==> config.mk <==
export PLATFORM = sky130hd
export DESIGN_NAME = load_store_unit
export DESIGN_NICKNAME = d
export VERILOG_FILES = /design/src/rtl/load_store_unit.sv
export SDC_FILE = /design/constraint.sdc
export NUM_CORES = 1
export LEC_CHECK = 0
export CAP_MARGIN = 10
export CORE_UTILIZATION = 40
export DETAILED_ROUTE_END_ITERATION = 8
export DONT_BUFFER_PORTS = 1
export SETUP_SLACK_MARGIN = 0.02
export SYNTH_ARGS = -nofsm -noshare
export SYNTH_HDL_FRONTEND = slang
export SYNTH_SLANG_ARGS = --single-unit
==> constraint.sdc <==
create_clock -name clk -period 2.4 [get_ports clk]
set_clock_uncertainty 0.15 [all_clocks]
set_input_delay 0.36 -clock clk [delete_from_list [all_inputs] [get_ports clk]]
set_output_delay 0.36 -clock clk [all_outputs]
set_load 0.02 [all_outputs]
==> src/rtl/load_store_unit.sv <==
// load_store_unit
//
// Initiator-side load/store controller sitting between the RV32I execute
// stage and a word-organised data memory. One request is accepted at a time
// over a valid/ready handshake. All sub-word work is done here, so the memory
// only ever sees full-word reads and writes:
//   - byte-lane selection and sign/zero extension for loads
//   - read-modify-write merging for SB/SH
//   - alignment and funct3 legality checking
//
// Ports
//   clk, rst      system clock, synchronous active-high reset
//   req_valid     request present
//   req_ready     block can accept (IDLE only)
//   req_we        1 = store, 0 = load
//   req_f3        RV32I funct3 of the access
//   req_addr      byte address (bits above ADDR_W-1 ignored)
//   req_wdata     right-justified store data
//   resp_valid    one-cycle completion pulse
//   resp_rdata    extended load data (0 for stores, errors and when idle)
//   resp_err      misaligned access or illegal funct3 (with resp_valid)
//   mem_read      word read strobe
//   mem_write     word write strobe
//   mem_addr      word index
//   mem_f3        always word access (3'b010)
//   mem_wdata     full word to write
//   mem_rdata     combinational read data, valid while mem_read is high

module load_store_unit #(
  parameter int ADDR_W = 8
) (
  input  logic              clk,
  input  logic              rst,
  input  logic              req_valid,
  output logic              req_ready,
  input  logic              req_we,
  input  logic [2:0]        req_f3,
  input  logic [31:0]       req_addr,
  input  logic [31:0]       req_wdata,
  output logic              resp_valid,
  output logic [31:0]       resp_rdata,
  output logic              resp_err,
  output logic              mem_read,
  output logic              mem_write,
  output logic [ADDR_W-3:0] mem_addr,
  output logic [2:0]        mem_f3,
  output logic [31:0]       mem_wdata,
  input  logic [31:0]       mem_rdata
);

  typedef enum logic [1:0] {
    IDLE,
    RD,
    WR,
    RESP
  } state_t;

  state_t state;
  state_t state_next;

  // Request fields captured at acceptance; the request bus is not looked at
  // again for the rest of the transaction.
  logic              we_q;
  logic [2:0]        f3_q;
  logic [ADDR_W-1:0] addr_q;
  logic [31:0]       wdata_q;
  logic              err_q;

  // Word read during RD, used both for load extraction and RMW merging.
  logic [31:0]       hold_q;

  logic              f3_legal;
  logic              align_ok;
  logic              req_bad;
  logic              accept;

  logic [7:0]        byte_sel;
  logic [15:0]       half_sel;
  logic [31:0]       load_data;
  logic [31:0]       merged;

  // Address bits above the modelled memory are deliberately ignored.
  logic [31-ADDR_W:0] unused_addr_hi;
  assign unused_addr_hi = req_addr[31:ADDR_W];

  // Legality of the incoming request. funct3[1:0] encodes the access size for
  // every legal encoding (00 byte, 01 half, 10 word), so alignment is judged
  // from those two bits alone; funct3[2] only marks unsigned loads.
  always_comb begin
    f3_legal = 1'b0;
    align_ok = 1'b0;
    if (req_we) begin
      f3_legal = (req_f3 == 3'b000) || (req_f3 == 3'b001) || (req_f3 == 3'b010);
    end else begin
      f3_legal = (req_f3 == 3'b000) || (req_f3 == 3'b001) || (req_f3 == 3'b010) ||
                 (req_f3 == 3'b100) || (req_f3 == 3'b101);
    end
    case (req_f3[1:0])
      2'b00:   align_ok = 1'b1;
      2'b01:   align_ok = ~req_addr[0];
      2'b10:   align_ok = (req_addr[1:0] == 2'b00);
      default: align_ok = 1'b0;
    endcase
    req_bad = ~(f3_legal && align_ok);
  end

  assign accept = (state == IDLE) && req_valid;

  // State register and request capture. Reset drops any transaction in flight,
  // so a pending WR never reaches the memory.
  always_ff @(posedge clk) begin
    if (rst) begin
      state   <= IDLE;
      we_q    <= 1'b0;
      f3_q    <= 3'b000;
      addr_q  <= '0;
      wdata_q <= 32'h0;
      err_q   <= 1'b0;
      hold_q  <= 32'h0;
    end else begin
      state <= state_next;
      if (accept) begin
        we_q    <= req_we;
        f3_q    <= req_f3;
        addr_q  <= req_addr[ADDR_W-1:0];
        wdata_q <= req_wdata;
        err_q   <= req_bad;
      end
      if (state == RD) begin
        hold_q <= mem_rdata;
      end
    end
  end

  // Next-state logic. Illegal requests go straight to RESP without touching
  // memory; SW skips the read because it overwrites the whole word, while
  // SB/SH need the old word to preserve the unselected bytes.
  always_comb begin
    state_next = state;
    case (state)
      IDLE: begin
        if (req_valid) begin
          if (req_bad) begin
            state_next = RESP;
          end else if (req_we && (req_f3[1:0] == 2'b10)) begin
            state_next = WR;
          end else begin
            state_next = RD;
          end
        end
      end
      RD:      state_next = we_q ? WR : RESP;
      WR:      state_next = RESP;
      RESP:    state_next = IDLE;
      default: state_next = IDLE;
    endcase
  end

  // Lane extraction from the captured word, little-endian: byte k sits at
  // bits [8k+7:8k] with k = addr[1:0], half h at bits [16h+15:16h].
  always_comb begin
    byte_sel  = hold_q[{addr_q[1:0], 3'b000} +: 8];
    half_sel  = hold_q[{addr_q[1], 4'b0000} +: 16];
    load_data = hold_q;
    case (f3_q)
      3'b000:  load_data = {{24{byte_sel[7]}}, byte_sel};
      3'b001:  load_data = {{16{half_sel[15]}}, half_sel};
      3'b100:  load_data = {24'h0, byte_sel};
      3'b101:  load_data = {16'h0, half_sel};
      default: load_data = hold_q;
    endcase
  end

  // Store word construction: SB/SH overlay the low store bits onto the
  // selected lane(s) of the word read in RD; SW writes the store data as is.
  always_comb begin
    merged = hold_q;
    case (f3_q[1:0])
      2'b00:   merged[{addr_q[1:0], 3'b000} +: 8] = wdata_q[7:0];
      2'b01:   merged[{addr_q[1], 4'b0000} +: 16] = wdata_q[15:0];
      default: merged = wdata_q;
    endcase
  end

  // Outputs are decoded from the state. Everything is gated with rst so the
  // strobes and the response are silent for the whole reset cycle, even
  // though the state register only clears at the next edge.
  always_comb begin
    req_ready  = (state == IDLE) && !rst;
    resp_valid = (state == RESP) && !rst;
    resp_err   = (state == RESP) && !rst && err_q;
    resp_rdata = ((state == RESP) && !rst && !err_q && !we_q) ? load_data : 32'h0;
    mem_read   = (state == RD) && !rst;
    mem_write  = (state == WR) && !rst;
    mem_wdata  = ((state == WR) && !rst) ? merged : 32'h0;
    mem_addr   = addr_q[ADDR_W-1:2];
    mem_f3     = 3'b010;
  end

endmodule

* Word-level counts from Yosys, hierarchy flattened
Cells that the tools add are included.
Storage, ports and cells: bits of input ports 103, register bits 79
Operators by class: add/sub/neg operators 2, bitwise logic cells 2, shifts and indexed selects 6, reduce and logical (&&, ||, !) cells 23, muxes and demuxes 13, eq/ne operators 14
Operator list (count):
- one-hot mux 32 bit (4 select lines) | 1
- bitwise mux 32 bit | 2
- 2-to-1 mux 32 bit | 2
- one-hot mux 32 bit (2 select lines) | 1
- variable shift 16 x 7 -> 32 bit, first input constant | 1
- variable shift 8 x 7 -> 32 bit, first input constant | 1
- indexed part select 16 x 7 -> 32 bit | 1
- indexed part select 32 x 6 -> 16 bit | 1
- indexed part select 32 x 6 -> 8 bit | 1
- indexed part select 8 x 7 -> 32 bit | 1
- negation 5 -> 7 bit | 2
- equality test 3 bit, second input constant | 4
- logical AND 1 bit | 10
- logical NOT 2 bit | 4
- one-hot mux 2 bit (4 select lines) | 1
- equality test 2 x 1 -> 1 bit, second input constant | 3
- equality test 2 bit, second input constant | 3
- equality test 3 x 1 -> 1 bit, second input constant | 2
- logical NOT 3 bit | 2
- 2-to-1 mux 2 bit | 3
- logical OR 1 bit | 4
- equality test 3 x 2 -> 1 bit, second input constant | 1
- logical NOT 1 bit | 3
- one-hot mux 1 bit (3 select lines) | 1
- 3 further kinds | 5

* Longest topological paths before layout
Gate-level depths: netlist of run 1.
word-level depth 10, mapped depth 8, depth with buffers taken out 7

* Worst setup path after synthesis of run 1
OpenSTA, ideal clock, no wires.
kind register to output, from reg addr_q[1], to out mem_wdata[5], path buffers 1, required time 1.890 ns, setup slack -0.362 ns, stages on the path, launching flop included 7, data arrival time 2.252 ns, cell sequence dfxtp_1 > buf_2 > inv_1 > ha_1 > nor3b_1 > o21ai_0 > a221oi_1
On the way: word-level cells in the longest chain between the ends 5, elaborated cells on any way between the ends 10, those cells by class add/sub: 2; shift: 4; mux: 4
Ends and longest elaborated chain:
- from (decl) | line 65 | logic [ADDR_W-1:0] addr_q;
- from (signal assigned) | line 125 | addr_q <= req_addr[ADDR_W-1:0];
- negation 5 -> 7 bit (on tied branches) | line 180, 179
- indexed part select 16 x 7 -> 32 bit (tied with other cells) | line 180 | 2'b01: merged[{addr_q[1], 4'b0000} +: 16] = wdata_q[15:0];
- bitwise mux 32 bit (on tied branches) | line 180, 179
- one-hot mux 32 bit (2 select lines) (*) | line 178 | case (f3_q[1:0])
- 2-to-1 mux 32 bit (*) | line 195 | mem_wdata = ((state == WR) && !rst) ? merged : 32'h0;
- to (decl) | line 47 | output logic [31:0] mem_wdata,
Every way passes the cells marked *; elsewhere a longest branch is shown, timed or not.

* Worst setup path after layout of run 1
from reg addr_q[1], to out resp_rdata[31]
On the way: word-level cells in the longest chain between the ends 3, elaborated cells on any way between the ends 4, those cells by class shift: 2; mux: 2
Ends and longest elaborated chain:
- indexed part select 32 x 6 -> 16 bit / indexed part select 32 x 6 -> 8 bit (equally long branches) | line 163, 162
- one-hot mux 32 bit (4 select lines) (*) | line 165 | case (f3_q)
- 2-to-1 mux 32 bit (*) | line 192 | resp_rdata = ((state == RESP) && !rst && !err_q && !we_q) ? load_data : 32'h0;
- to (decl) | line 41 | output logic [31:0] resp_rdata,
Marks and branches as above.

==> results of run 1 <==
[flip-flops by register name, summed over array words and instances (netlist names)]
signal,flops
addr_q,8
err_q,1
f3_q,3
hold_q,32
state,2
wdata_q,32
we_q,1
[what timing repair did]
item / in CTS / in global routing
pin swaps: 29 / 48
gates resized for setup: 113 / 108
endpoints found under the hold margin: 79 / 0
hold buffers: 38 / 0
buffers inserted: 5 / 16
gates cloned: 3 / 2
endpoints found under the setup margin: 64 / 62
[worst max-delay path, stage by stage, from the launching register on]
cell	delay, ns
dfxtp_4	0.37
buf_8	0.14
mux2i_4	0.19
nor4_4	0.30
buf_4	0.19
o31ai_4	0.08
buf_6	0.18
a21oi_4	0.16
buf_6	0.14
[placed cells by master, fill, tap and decap left out, types with 8 or more instances in the layout]
cell           instances
inv_1                 35
a221oi_2               8
buf_6                 39
o21ai_0               25
a22oi_1               16
a21oi_1               53
dlygate4sd3_1         37
a21oi_2               28
nand2_1              126
clkbuf_16             11
o21ai_1               10
dfxtp_1               73
buf_4                 74
a22oi_2               23
mux2i_1               33
nor3_2                15
nor2_1                44
[worst min path at each step]
stage,slack [ns],end,startpoint
2_1_floorplan,0.28,wdata_q[30]$_SDFFE_PP0P_,wdata_q[30]$_SDFFE_PP0P_
3_3_place_gp,0.28,f3_q[1]$_SDFFE_PP0P_,rst
3_5_place_dp,0.29,we_q$_SDFFE_PP0P_,rst
4_1_cts,0.0002,hold_q[17]$_SDFFE_PP0N_,mem_rdata[17]
5_1_grt,0.007,hold_q[28]$_SDFFE_PP0N_,mem_rdata[28]
6_report,0.002,hold_q[17]$_SDFFE_PP0N_,mem_rdata[17]
[power groups by stage]
stage | combinational [mW] | clock (mW) | sequential, mW
floorplan | 1.76 | 0 | 1.81
global placement | 2.24 | 0 | 1.99
detailed placement | 2.29 | 0 | 2.00
CTS | 2.70 | 1.37 | 2.01
global route | 3.42 | 1.42 | 2.12
finish | 3.17 | 1.36 | 2.09
[area by class of cell]
cell class / instances / area (um^2) / area share [%]
tap: 143 / 179 / 2.45
timing repair buffer: 161 / 1620 / 22.1
clock inverter: 7 / 62.6 / 0.855
inverter: 38 / 153 / 2.09
multi-input combinational: 480 / 3480 / 47.5
clock buffer: 9 / 225 / 3.08
sequential: 79 / 1600 / 21.9
[kinds of logic after synthesis]
logic type | Yosys count | synth area share, %
other | 2 | 0.161
DFF | 79 | 33.9
and+or+nand+nor | 230 | 21.2
muxes | 35 | 7.51
adders and majority gates | 10 | 2.68
AOI/OAI and AO/OA | 202 | 25.6
buffers and inverters | 97 | 8.93
[stage by stage]
step           util [%]  instances  hold slack [ns]  power (mW)
6_report           64.4        917          0.00241        6.63
2_1_floorplan         -        656            0.283        3.57
5_1_grt            64.4        917          0.00673        6.96
4_1_cts            58.6        899         0.000191        6.08
3_3_place_gp       48.0        838            0.282        4.23
3_5_place_dp       48.0        838            0.287        4.29
[routing by layer]
layer	routed length, um	GRT usage, %
met4	619	13.2
met1	7760	39.9
met5	0	0
met2	8460	44.2
met3	1540	5.06
==> out/metrics.yaml, run 1 <==
core_um2: 11400
cts_tree: "done"
dieHeight_um: 110
fp-row-count: 39
tns_ns: -6.84
clock_latency_ns: 0.35
critPathCapture: "resp_rdata[31]"
fill_cells: 903
overflow: 0
drc: 0
grt_pass1_vias: 4802
finalSetupViolCount: 61
yosys-top-cells-area: "dfxtp_1 (34%), nand2_1 (11%), a21oi_1 (9.4%)"
synth_cell_type_count: 38
num_io_pins: 181
vdd_drop_max_uv: 496
routedWlPerCell_um: 20.0
async_flop_share_pct: 0
rr_startpoint: "state[0]$_SDFFE_PP0P_"
dp_hpwl_mm: 12.0
drive_gt1_share_pct: 36.6
cts_buffers: 9
antenna_cells: 0
p_comb_share_pct: 47.9
p_sw_mw: 2.92
end_kind: "output pin"
synth-edff-count: 0
status: "finished, violations left"
synth_area_per_cell_um2: 7.12
nets: 882
firstDrtPassIters: 7
synthFlopType: "dfxtp_1"
fin_crit_ns: 2.63
cts_root_buf: "clkbuf_16"
worstSetupStartpointType: "flip-flop"
ant_nets: 0
intPower_mw: 3.71
synth_top_cells_by_count: "nand2_1 (131), a21oi_1 (88), dfxtp_1 (79), nor2_1 (50), o21ai_0 (43)"
critPathKind: "reg -> out"
ys_warn_count: 0
dieArea_um2: 12100
initial_core_util_pct: 41.0
worstHoldPathCells: 2
tightest_slew_ns: 0.582
ys_ff_latch: 79
switching_share_pct: 44.0
grt_first_pass_wirelength_mm: 26.0
clock_sinks: 79
clock_power_share_pct: 20.6
place_congestion: 0.942
synthCells: 655
dp_slack_ns: -0.105
yosysTopAreaCell: "dfxtp_1"
io_buffers: 0
drtIter0Drc: 491
routed_wl_mm: 18.4
max_slew_margin_pct: 61.1
crit_path_start: "addr_q[1]$_SDFFE_PP0P_"
dpl_cell_area_um2: 5460
r2r-end: "addr_q[0]$_SDFFE_PP0P_"
layout-area-overhead-vs-synth_pct: 56.8
final_max_slew_viol_count: 0
cp.required_ns: 1.89
fmax_mhz: 381
rrSetupSlack_ns: 0.31
power.density_nw_per_um2: 906
ff2ff_path_depth: 8
worst_slack_ns: -0.226
yosys.area.top_type_share_pct: 33.9
p_leak_nw: 2.61
grt_max_degree: 80
clkSlewWorstSetupHoldPaths_ns: 0.07
vias: 5357
cp_max_fo: 5
drv_cap: 0
ys_seq_area_share_pct: 33.9
antenna_found_initial: 0
failed_checks: "negative setup slack"
pwr-share-seq_pct: 31.5
rsz0062_at_grt: "true"
fin_crit_sh_pct: 109
finalHoldViolCount: 0
syn_area_um2: 4670
hp-class: "in -> reg"
post-synth-top-count-cell: "nand2_1"
design_area_um2: 7320
grt_use_total_pct: 29.1
viasPerCell: 5.84
cts.path.max_buffers: 2
critical_path_arrival_ns: 2.12
h-tree-depth: 3
die_width_um: 110
No activity file was read; power rests on OpenSTA's default activity.
==> inputs of run 2 (changes only) <==
CORE_UTILIZATION = 55   (was 40)
PLACE_DENSITY = 0.73   (was default)
==> run 2 against run 1 <==
Against the previous run: design area shrank 6.1%; sequential share of layout area grew 1.3 points; count of clock-buffer cells in the layout grew 1; die area shrank 27%; highest routed layer unchanged; flip-flop and latch count is the same; critical path depth shrank 1; the run still ends with negative setup slack left; clock power shrank 29%; hold slack gained 0.00059 ns.
==> out/metrics.yaml, run 2 (synthesized netlist as in run 1, its figures left out) <==
status: "finished, violations left"  # unchanged
failed_checks: "negative setup slack"  # unchanged
utilization_pct: 83.6  # was 64.4%
worstSetupStartpointType: "flip-flop"  # unchanged
routed_wl_mm: 18.5  # was 18.4 mm
clock_sinks: 79  # unchanged
firstDrtPassIters: 6  # was 7
drive_gt1_share_pct: 29.2  # was 36.6%
finalSetupViolCount: 58  # was 61
routedWlPerCell_um: 21.1  # was 20.0 um
grt_pass1_vias: 4984  # was 4802
worstHoldPathCells: 2  # unchanged
die_width_um: 94.1  # was 110 um
ff2ff_path_depth: 7  # was 8
cts_buffers: 9  # unchanged
p_leak_nw: 2.49  # was 2.61 nW
tightest_slew_ns: 0.528  # was 0.582 ns
nets: 883  # was 882
vdd_drop_max_uv: 702  # was 496 uV
initial_core_util_pct: 56.8  # was 41.0%
antenna_found_initial: 0  # unchanged
overflow: 0  # unchanged
core_um2: 8220  # was 11400 um^2
h-tree-depth: 3  # unchanged
fin_crit_sh_pct: 109  # about the same
vias: 5555  # was 5357
reg.largest.list: "hold_q: 32 flops, wdata_q: 32 flops, addr_q: 8 flops"  # unchanged
design_area_um2: 6870  # was 7320 um^2
grt_max_degree: 80  # unchanged
cts_root_buf: "clkbuf_8"  # was clkbuf_16
grt_use_total_pct: 38.5  # was 29.1%
cts_tree: "done"  # unchanged
cts.path.max_buffers: 2  # unchanged
dp_slack_ns: 0.0264  # was -0.105 ns
viasPerCell: 6.31  # was 5.84
drtIter0Drc: 592  # was 491
max_slew_margin_pct: 64.8  # was 61.1%
ant_nets: 0  # unchanged
dpl_cell_area_um2: 5420  # was 5460 um^2
cp_max_fo: 12  # was 5
drc: 0  # unchanged
finalHoldViolCount: 0  # unchanged
cp.required_ns: 1.89  # about the same
dieArea_um2: 8860  # was 12100 um^2
hp-class: "in -> reg"  # unchanged
place_congestion: 0.930  # was 0.942
clkSlewWorstSetupHoldPaths_ns: 0.09  # was 0.07 ns
holdWs_ns: 0.00301  # was 0.00241 ns
grt_first_pass_wirelength_mm: 26.0  # about the same
fp-row-count: 33  # was 39
final_max_slew_viol_count: 0  # unchanged
end_kind: "output pin"  # unchanged
dp_hpwl_mm: 11.2  # was 12.0 mm
layout_common_cells: "nand2_1 (124), buf_4 (77), dfxtp_1 (74)"  # was nand2_1 (126), buf_4 (74), dfxtp_1 (73)
drv_cap: 0  # unchanged
antenna_cells: 0  # unchanged
io_buffers: 0  # unchanged
worst_slack_ns: -0.226  # about the same
critical_path_arrival_ns: 2.12  # about the same
num_io_pins: 181  # unchanged
power.density_nw_per_um2: 881  # was 906 nW/um^2
fin_cells: 880  # was 917
clock_latency_ns: 0.36  # was 0.35 ns
final_common_cell: "nand2_1"  # unchanged
critPathKind: "reg -> out"  # unchanged
fin_crit_ns: 2.63  # about the same
layout-area-overhead-vs-synth_pct: 47.2  # was 56.8%
fill_cells: 503  # was 903
rsz0062_at_grt: "true"  # unchanged
fmax_mhz: 381  # about the same
dp.cells: 802  # was 838
dieHeight_um: 94.1  # was 110 um
-- run 2: where the power goes --
group	switching, mW	leakage [nW]	internal (mW)	total (mW)
Combinational	1.80	1.76	1.23	3.03
Clock	0.568	0.0890	0.393	0.961
Sequential	0.450	0.649	1.61	2.06
-- run 2: timing repair --
action,4_1_cts,5_1_grt
resized for setup,59,84
pin swaps,12,19
gates cloned,0,2
endpoints found under the hold margin,79,0
setup endpoints to repair,64,63
setup buffers,6,1
hold buffers,54,0
-- run 2: through the flow --
step                setup TNS, ns  total power, mW
floorplan                       0             3.57
global placement                0             4.24
detailed placement              0             4.32
CTS                         -3.80             5.56
global route                -8.82             6.32
finish                      -5.30             6.05
-- run 2: final cells by class --
type / count / area [um^2] / share of cell area, %
flip-flops and latches: 79 / 1600 / 23.2
clock buffers: 10 / 128 / 1.86
well taps: 105 / 131 / 1.91
repair buffers: 162 / 1550 / 22.5
multi-input cells: 480 / 3270 / 47.6
clock inverters: 6 / 53.8 / 0.783
inverters: 38 / 145 / 2.11
-- run 2: per-layer routing --
layer  vias up  GRT usage [%]  share of wire [%]
li1       2471              -                  -
met1      2582           49.4                 39
met2       424           62.1                 45
met3        78           8.90                 11
met4         0           15.3                4.9
met5         -              0                  0
-- run 2: final timing paths --
kind | startpoint | endpoint | slack [ns]
hold reg to reg | wdata_q[28]$_SDFFE_PP0P_ | wdata_q[28]$_SDFFE_PP0P_ | 0.32
setup reg to reg | state[0]$_SDFFE_PP0P_ | wdata_q[0]$_SDFFE_PP0P_ | 0.48
hold / removal | mem_rdata[6] | hold_q[6]$_SDFFE_PP0N_ | 0.003
setup / recovery | f3_q[0]$_SDFFE_PP0P_ | mem_wdata[7] | -0.23
-- run 2: critical path, stage by stage, from the launching register on --
cell	delay [ns]
dfxtp_1	0.33
buf_6	0.15
buf_4	0.19
nor2_1	0.40
o21ai_0	0.26
a21oi_1	0.20
nor3_2	0.06
buf_4	0.16
